<file path="src/rtl/regfile_mp_scoreboard.sv">
// Multi-port integer register file with a per-register pending scoreboard.
// It has NRD combinational read ports, each with a write-first bypass, and
// NWR write ports, where a higher port index wins on an address conflict.
// The scoreboard tracks registers that are waiting on long-latency
// writebacks, so that decode can stall on RAW hazards.
module regfile_mp_scoreboard #(
   parameter int XLEN  = 32,
   parameter int NREGS = 32,
   parameter int AW    = $clog2(NREGS),
   parameter int NRD   = 2,
   parameter int NWR   = 2
) (
   input  logic                 clk,
   input  logic                 rst,
   input  logic [NRD*AW-1:0]    rd_addr,
   output logic [NRD*XLEN-1:0]  rd_data,
   output logic [NRD-1:0]       rd_pending,
   input  logic [NWR-1:0]       wr_en,
   input  logic [NWR*AW-1:0]    wr_addr,
   input  logic [NWR*XLEN-1:0]  wr_data,
   input  logic [NWR-1:0]       wr_clr,
   input  logic                 iss_en,
   input  logic [AW-1:0]        iss_addr,
   output logic                 iss_ready,
   input  logic                 flush,
   output logic [AW:0]          pend_cnt
);

   localparam int CW = AW + 1;
   localparam logic [CW-1:0] CNT_ONE = CW'(1);

   logic [XLEN-1:0]  regs_q [NREGS];
   logic [XLEN-1:0]  regs_d [NREGS];
   logic [NREGS-1:0] pend_q;
   logic [NREGS-1:0] pend_d;
   logic [CW-1:0]    pend_cnt_q;
   logic [CW-1:0]    pend_cnt_d;

   logic [NREGS-1:0] clr_vec;
   logic [NREGS-1:0] set_vec;
   logic             set_ok;
   logic [CW-1:0]    dec_cnt;
   logic             inc_bit;

   // One bit per register that a write port is retiring this cycle
   always_comb begin
      clr_vec = '0;
      for (int k = 0; k < NWR; k++) begin
         if (wr_en[k] && wr_clr[k]) begin
            clr_vec[wr_addr[k*AW +: AW]] = 1'b1;
         end
      end
      // x0 is never pending, so a retire aimed at it means nothing
      clr_vec[0] = 1'b0;
   end

   // Issue acceptance: a pending destination stalls unless it retires in the same cycle
   always_comb begin
      iss_ready = !flush && ((iss_addr == '0) || !pend_q[iss_addr] || clr_vec[iss_addr]);
      set_ok    = iss_en && iss_ready && (iss_addr != '0);
      set_vec   = '0;
      if (set_ok) begin
         set_vec[iss_addr] = 1'b1;
      end
   end

   // Read ports: the highest-index matching write is bypassed, otherwise the array is read
   always_comb begin
      rd_data    = '0;
      rd_pending = '0;
      for (int i = 0; i < NRD; i++) begin : rd_port
         logic [AW-1:0]   ra;
         logic [XLEN-1:0] rv;
         ra = rd_addr[i*AW +: AW];
         rv = regs_q[ra];
         for (int k = 0; k < NWR; k++) begin
            if (wr_en[k] && (wr_addr[k*AW +: AW] == ra)) begin
               rv = wr_data[k*XLEN +: XLEN];
            end
         end
         if (ra == '0) begin
            rv = '0;
         end
         rd_data[i*XLEN +: XLEN] = rv;
         // A register retiring this cycle already shows its new value through the bypass
         rd_pending[i] = pend_q[ra] && !clr_vec[ra];
      end
   end

   // Next array contents: apply the writes in ascending port order so the highest index lands last
   always_comb begin
      regs_d = regs_q;
      for (int k = 0; k < NWR; k++) begin
         if (wr_en[k] && (wr_addr[k*AW +: AW] != '0)) begin
            regs_d[wr_addr[k*AW +: AW]] = wr_data[k*XLEN +: XLEN];
         end
      end
   end

   // Next scoreboard state and the incrementally maintained pending count
   always_comb begin
      dec_cnt = '0;
      for (int a = 1; a < NREGS; a++) begin
         // A re-set on the same address keeps the bit, so that address does not count down
         if (pend_q[a] && clr_vec[a] && !set_vec[a]) begin
            dec_cnt = dec_cnt + CNT_ONE;
         end
      end
      inc_bit    = set_ok && !pend_q[iss_addr];
      pend_d     = (pend_q & ~clr_vec) | set_vec;
      pend_d[0]  = 1'b0;
      pend_cnt_d = pend_cnt_q + (inc_bit ? CNT_ONE : '0) - dec_cnt;
      if (flush) begin
         pend_d     = '0;
         pend_cnt_d = '0;
      end
   end

   // State registers with asynchronous reset
   always_ff @(posedge clk or posedge rst) begin
      if (rst) begin
         for (int a = 0; a < NREGS; a++) begin
            regs_q[a] <= '0;
         end
         pend_q     <= '0;
         pend_cnt_q <= '0;
      end else begin
         regs_q     <= regs_d;
         pend_q     <= pend_d;
         pend_cnt_q <= pend_cnt_d;
      end
   end

   assign pend_cnt = pend_cnt_q;

endmodule
</file>
<file path="config.mk">
export PLATFORM = sky130hd
export DESIGN_NAME = regfile_mp_scoreboard
export DESIGN_NICKNAME = d
export VERILOG_FILES = /design/src/rtl/regfile_mp_scoreboard.sv
export SDC_FILE = /design/constraint.sdc
export NUM_CORES = 2
export LEC_CHECK = 0
export ABC_CLOCK_PERIOD_IN_PS = 50200
export CAP_MARGIN = 20
export CORE_ASPECT_RATIO = 1.5
export CORE_MARGIN = 2
export CORE_UTILIZATION = 55
export DETAILED_ROUTE_END_ITERATION = 16
export GPL_ROUTABILITY_DRIVEN = 0
export PLACE_DENSITY = 0.74
export SETUP_SLACK_MARGIN = 0.5
export SLEW_MARGIN = 20
export SYNTH_ARGS = -nofsm -noshare
export SYNTH_HDL_FRONTEND = slang
export SYNTH_SLANG_ARGS = --single-unit
export TNS_END_PERCENT = 20
</file>
<file path="constraint.sdc">
create_clock -name clk -period 50.2 [get_ports clk]
set_input_delay 10.04 -clock clk [delete_from_list [all_inputs] [get_ports clk]]
set_output_delay 10.04 -clock clk [all_outputs]
set_load 0.01 [all_outputs]
</file>
==> results.toml <==
[global_route]
grt-ovfl-total = 0
grt_pass1_vias = 59293
antenna_found_initial = 10
grt_max_degree = 183
grt_pass1_wl_mm = 394
grt_usage_pct = 40.2

[sta]
worst_pin_slew_ns = 1.27
rsz0062_at_grt = "no"
setup_slack_ns = 17.96
max_slew_margin_pct = 15.5
final_max_slew_viol_count = 0
post-route-period-util_pct = 64.2
setup_tns_ns = 0
period_minus_slack_ns = 32.24
hold_viol = 0
fmax_mhz = 31.0
setup_viol = 0
finalClockSkew_ns = 0.0175

[routing]
routed-via-count = 60182
wl_mm = 271
routed_via_density = 7.23
wl_per_cell_um = 32.6
detail-route-antenna-nets = 0
drc_errors = 0
drt_iter0_markers = 9503
dr.pass1.iters = 9

[clock_network]
cts_inserted_buffers = 103
cts_resized = 0
cts_tree = "built"
clock_path_buffers = 3
cts_setup_buffers = 0
clk_pin_slew_ns = 0.07
ctsHoldBuffers = 0
cts_root_buf = "clkbuf_16"
cts_sinks = 1061
worstSkewPairLatency_ns = 0.74
htreeDepth = 3

[pwr]
p_total_uw = 2930
pwr-share-comb_pct = 27.3
switching_share_pct = 30.7
p_seq_share_pct = 42.3
leakage_uw = 0.0338
p_clk_share_pct = 30.4
intPower_uw = 2030
p_per_area_nw_per_um2 = 37.4
p_sw_uw = 900
ir_drop_v = 0.0000284

[floorplanning]
die_area_um2 = 134000
dieWidth_um = 300
ios = 170
core_um2 = 130000
start_util_pct = 55.5
dieHeight_um = 448
placementRows = 162

[logic_synthesis]
synth_compound_area_share_pct = 11.0
yosys.area_share.simple_pct = 9.59
syn_nets = 7068
ys_ff_latch = 1061
ys_seq_area_share_pct = 36.8
syn-cell-area_um2 = 72200
yosys.cell_types.count = 103
synth_area_per_cell_um2 = 10.4
synth-adder-area-share_pct = 0.721
yosys-mux-area-fraction_pct = 35.2
synth_top_family_by_area = "multiplexers"
ys.flop_type = "dfrtp_1"
synthXorXnorAreaFrac_pct = 1.93
synth_edf_count = 0
async_flop_share_pct = 100
syn_inst = 6930
ys_warn_count = 0

[setup_path]
required_ns = 50.80
crit_path_start_kind = "input pin"
crit_path_end_kind = "flip-flop"
worst_path_most_repeated_cell = "ha_1"
cp_data_arrival_time_ns = 32.85
max_stage_delay_ns = 1.06
cp_max_fo = 16
critPathSlowestCell = "clkdlybuf4s50_1"
path_class = "in -> reg"

[final_layout]
area_delta_synth_final_pct = 8.54
drive_above_1_share_pct = 17.1
utilization_pct = 60.2
fin_nets = 6644
n_fill_cell = 10364

[placed_design]
preCtsSetupSlack_ns = 18.11
hpwl_mm = 144
io_buffers = 169

[min_path]
holdCritPathClass = "reg -> reg"

[job]
max_cap_violations = 0

[run_status]
outcome = "completed"
flip-flops by register name, summed over array words and instances, names as in the netlist:
| name | count |
|---|---|
| regs_q | 1024 |
| pend_cnt | 6 |
| pend_q | 31 |
kinds of logic after synthesis:
family / after synthesis
AO/OA/AOI/OAI: 1419
XOR/XNOR: 131
flip-flops: 1061
AND/OR/NAND/NOR: 1675
adder cells (fa/ha/maj): 41
other: 1
buffers and inverters: 892
multiplexers: 1710
per-layer routing:
layer  vias up  share of wire [%]  global-route usage, %
li1      24427                  -                      -
met1     29317                 34                   50.0
met2      5073                 43                   57.8
met3      1357                 14                   14.0
met4         8                8.8                   29.9
met5         -              0.017                      0
cells in the mapped netlist, types with 5 or more instances:
master	count	area, um2
o22a_1	7	61.3
or3_1	10	62.6
xnor2_1	66	578
mux2i_1	1038	10400
dfrtp_1	1061	26600
a32oi_1	26	228
nor4_1	10	62.6
mux4_2	661	14900
a2bb2oi_1	5	43.8
clkbuf_1	631	2370
a21oi_1	624	3120
nand3_1	41	205
o21ai_0	530	2650
buf_1	150	563
buf_4	12	90.1
xnor3_1	5	113
nand2b_1	18	113
or3b_1	5	43.8
nor2b_1	14	87.6
nor3_1	31	155
clkbuf_2	30	150
a211oi_1	70	526
o2111ai_1	7	61.3
a31oi_1	12	75.1
inv_1	50	188
o211ai_1	8	60.1
o221ai_1	7	61.3
mux2_2	11	124
ha_1	40	500
nand4_1	11	68.8
a21o_1	8	60.1
nand3b_1	11	82.6
nor2_1	726	2730
o22ai_1	35	219
o31ai_1	8	60.1
and3_1	16	100
nand2_1	715	2680
buf_2	14	70.1
and3b_1	8	70.1
nor3b_1	12	90.1
and2_1	19	119
a41oi_1	6	52.6
a22oi_1	6	45.0
xor2_1	47	412
path summary, 6_finish.rpt:
kind,start,to,slack [ns],depth (start not counted)
setup / recovery,wr_en[0],pend_cnt[5],17.96,107
setup reg to reg,pend_q[12],pend_cnt[5],28.83,106
min in group asynchronous,rst,regs_q[237],9.80,2
hold reg to reg,regs_q[993],regs_q[993],0.40,0
hold / removal,regs_q[993],regs_q[993],0.40,0
max in group asynchronous,rst,regs_q[443],36.95,5
through the flow:
stage / hold slack [ns] / instances / area, um2
2_1_floorplan: 0.441 / 6930 / 72200
3_3_place_gp: 0.376 / 8119 / 74400
3_5_place_dp: 0.383 / 8120 / 74400
4_1_cts: 0.398 / 8309 / 78200
5_1_grt: 0.403 / 8315 / 78300
6_report: 0.395 / 8320 / 78400
critical path, delay by kind of cell:
kind / cells / cell delay, ns
XOR/XNOR: 13 / 2.49
buffers and inverters: 6 / 1.44
AO/OA/AOI/OAI: 26 / 5.51
adder cells (fa/ha/maj): 18 / 5.21
multiplexers: 6 / 1.37
AND/OR/NAND/NOR: 38 / 6.76
power by group through the flow:
stage | sequential [uW] | clock [uW] | combinational, uW
after floorplan | 1190 | 0 | 593
after global placement | 1220 | 0 | 760
after detailed placement | 1240 | 0 | 784
after CTS | 1230 | 893 | 788
after global routing | 1260 | 925 | 852
final | 1240 | 893 | 801
area by class of cell:
type | instances | area (um2) | area share, %
inverters | 53 | 206 | 0.263
well taps | 1722 | 2150 | 2.75
multi-input cells | 4977 | 42800 | 54.6
repair buffers | 310 | 2850 | 3.64
diodes | 8 | 20.0 | 0.0255
clock buffers | 134 | 2910 | 3.71
clock inverters | 55 | 887 | 1.13
flip-flops and latches | 1061 | 26600 | 33.9
cells in the final DEF (no fill, tap or decap), types with 13 or more instances in the layout:
master	synthesis	routed
a211oi_1	70	70
a21oi_1	624	624
a32oi_1	26	26
and2_1	19	19
and3_1	16	14
buf_4	12	133
bufinv_16	0	22
clkbuf_16	0	105
clkbuf_8	0	17
clkdlybuf4s50_1	0	147
clkinv_2	0	17
dfrtp_1	1061	1061
ha_1	40	40
inv_1	50	49
mux2i_1	1038	1038
mux4_2	661	661
nand2_1	715	688
nand2_4	0	20
nand3_1	41	39
nor2_1	726	697
nor2_4	0	28
nor2b_1	14	13
nor3_1	31	29
o21ai_0	530	530
o22ai_1	35	35
xnor2_1	66	66
xor2_1	47	47
(Power assumes the default switching activity.)
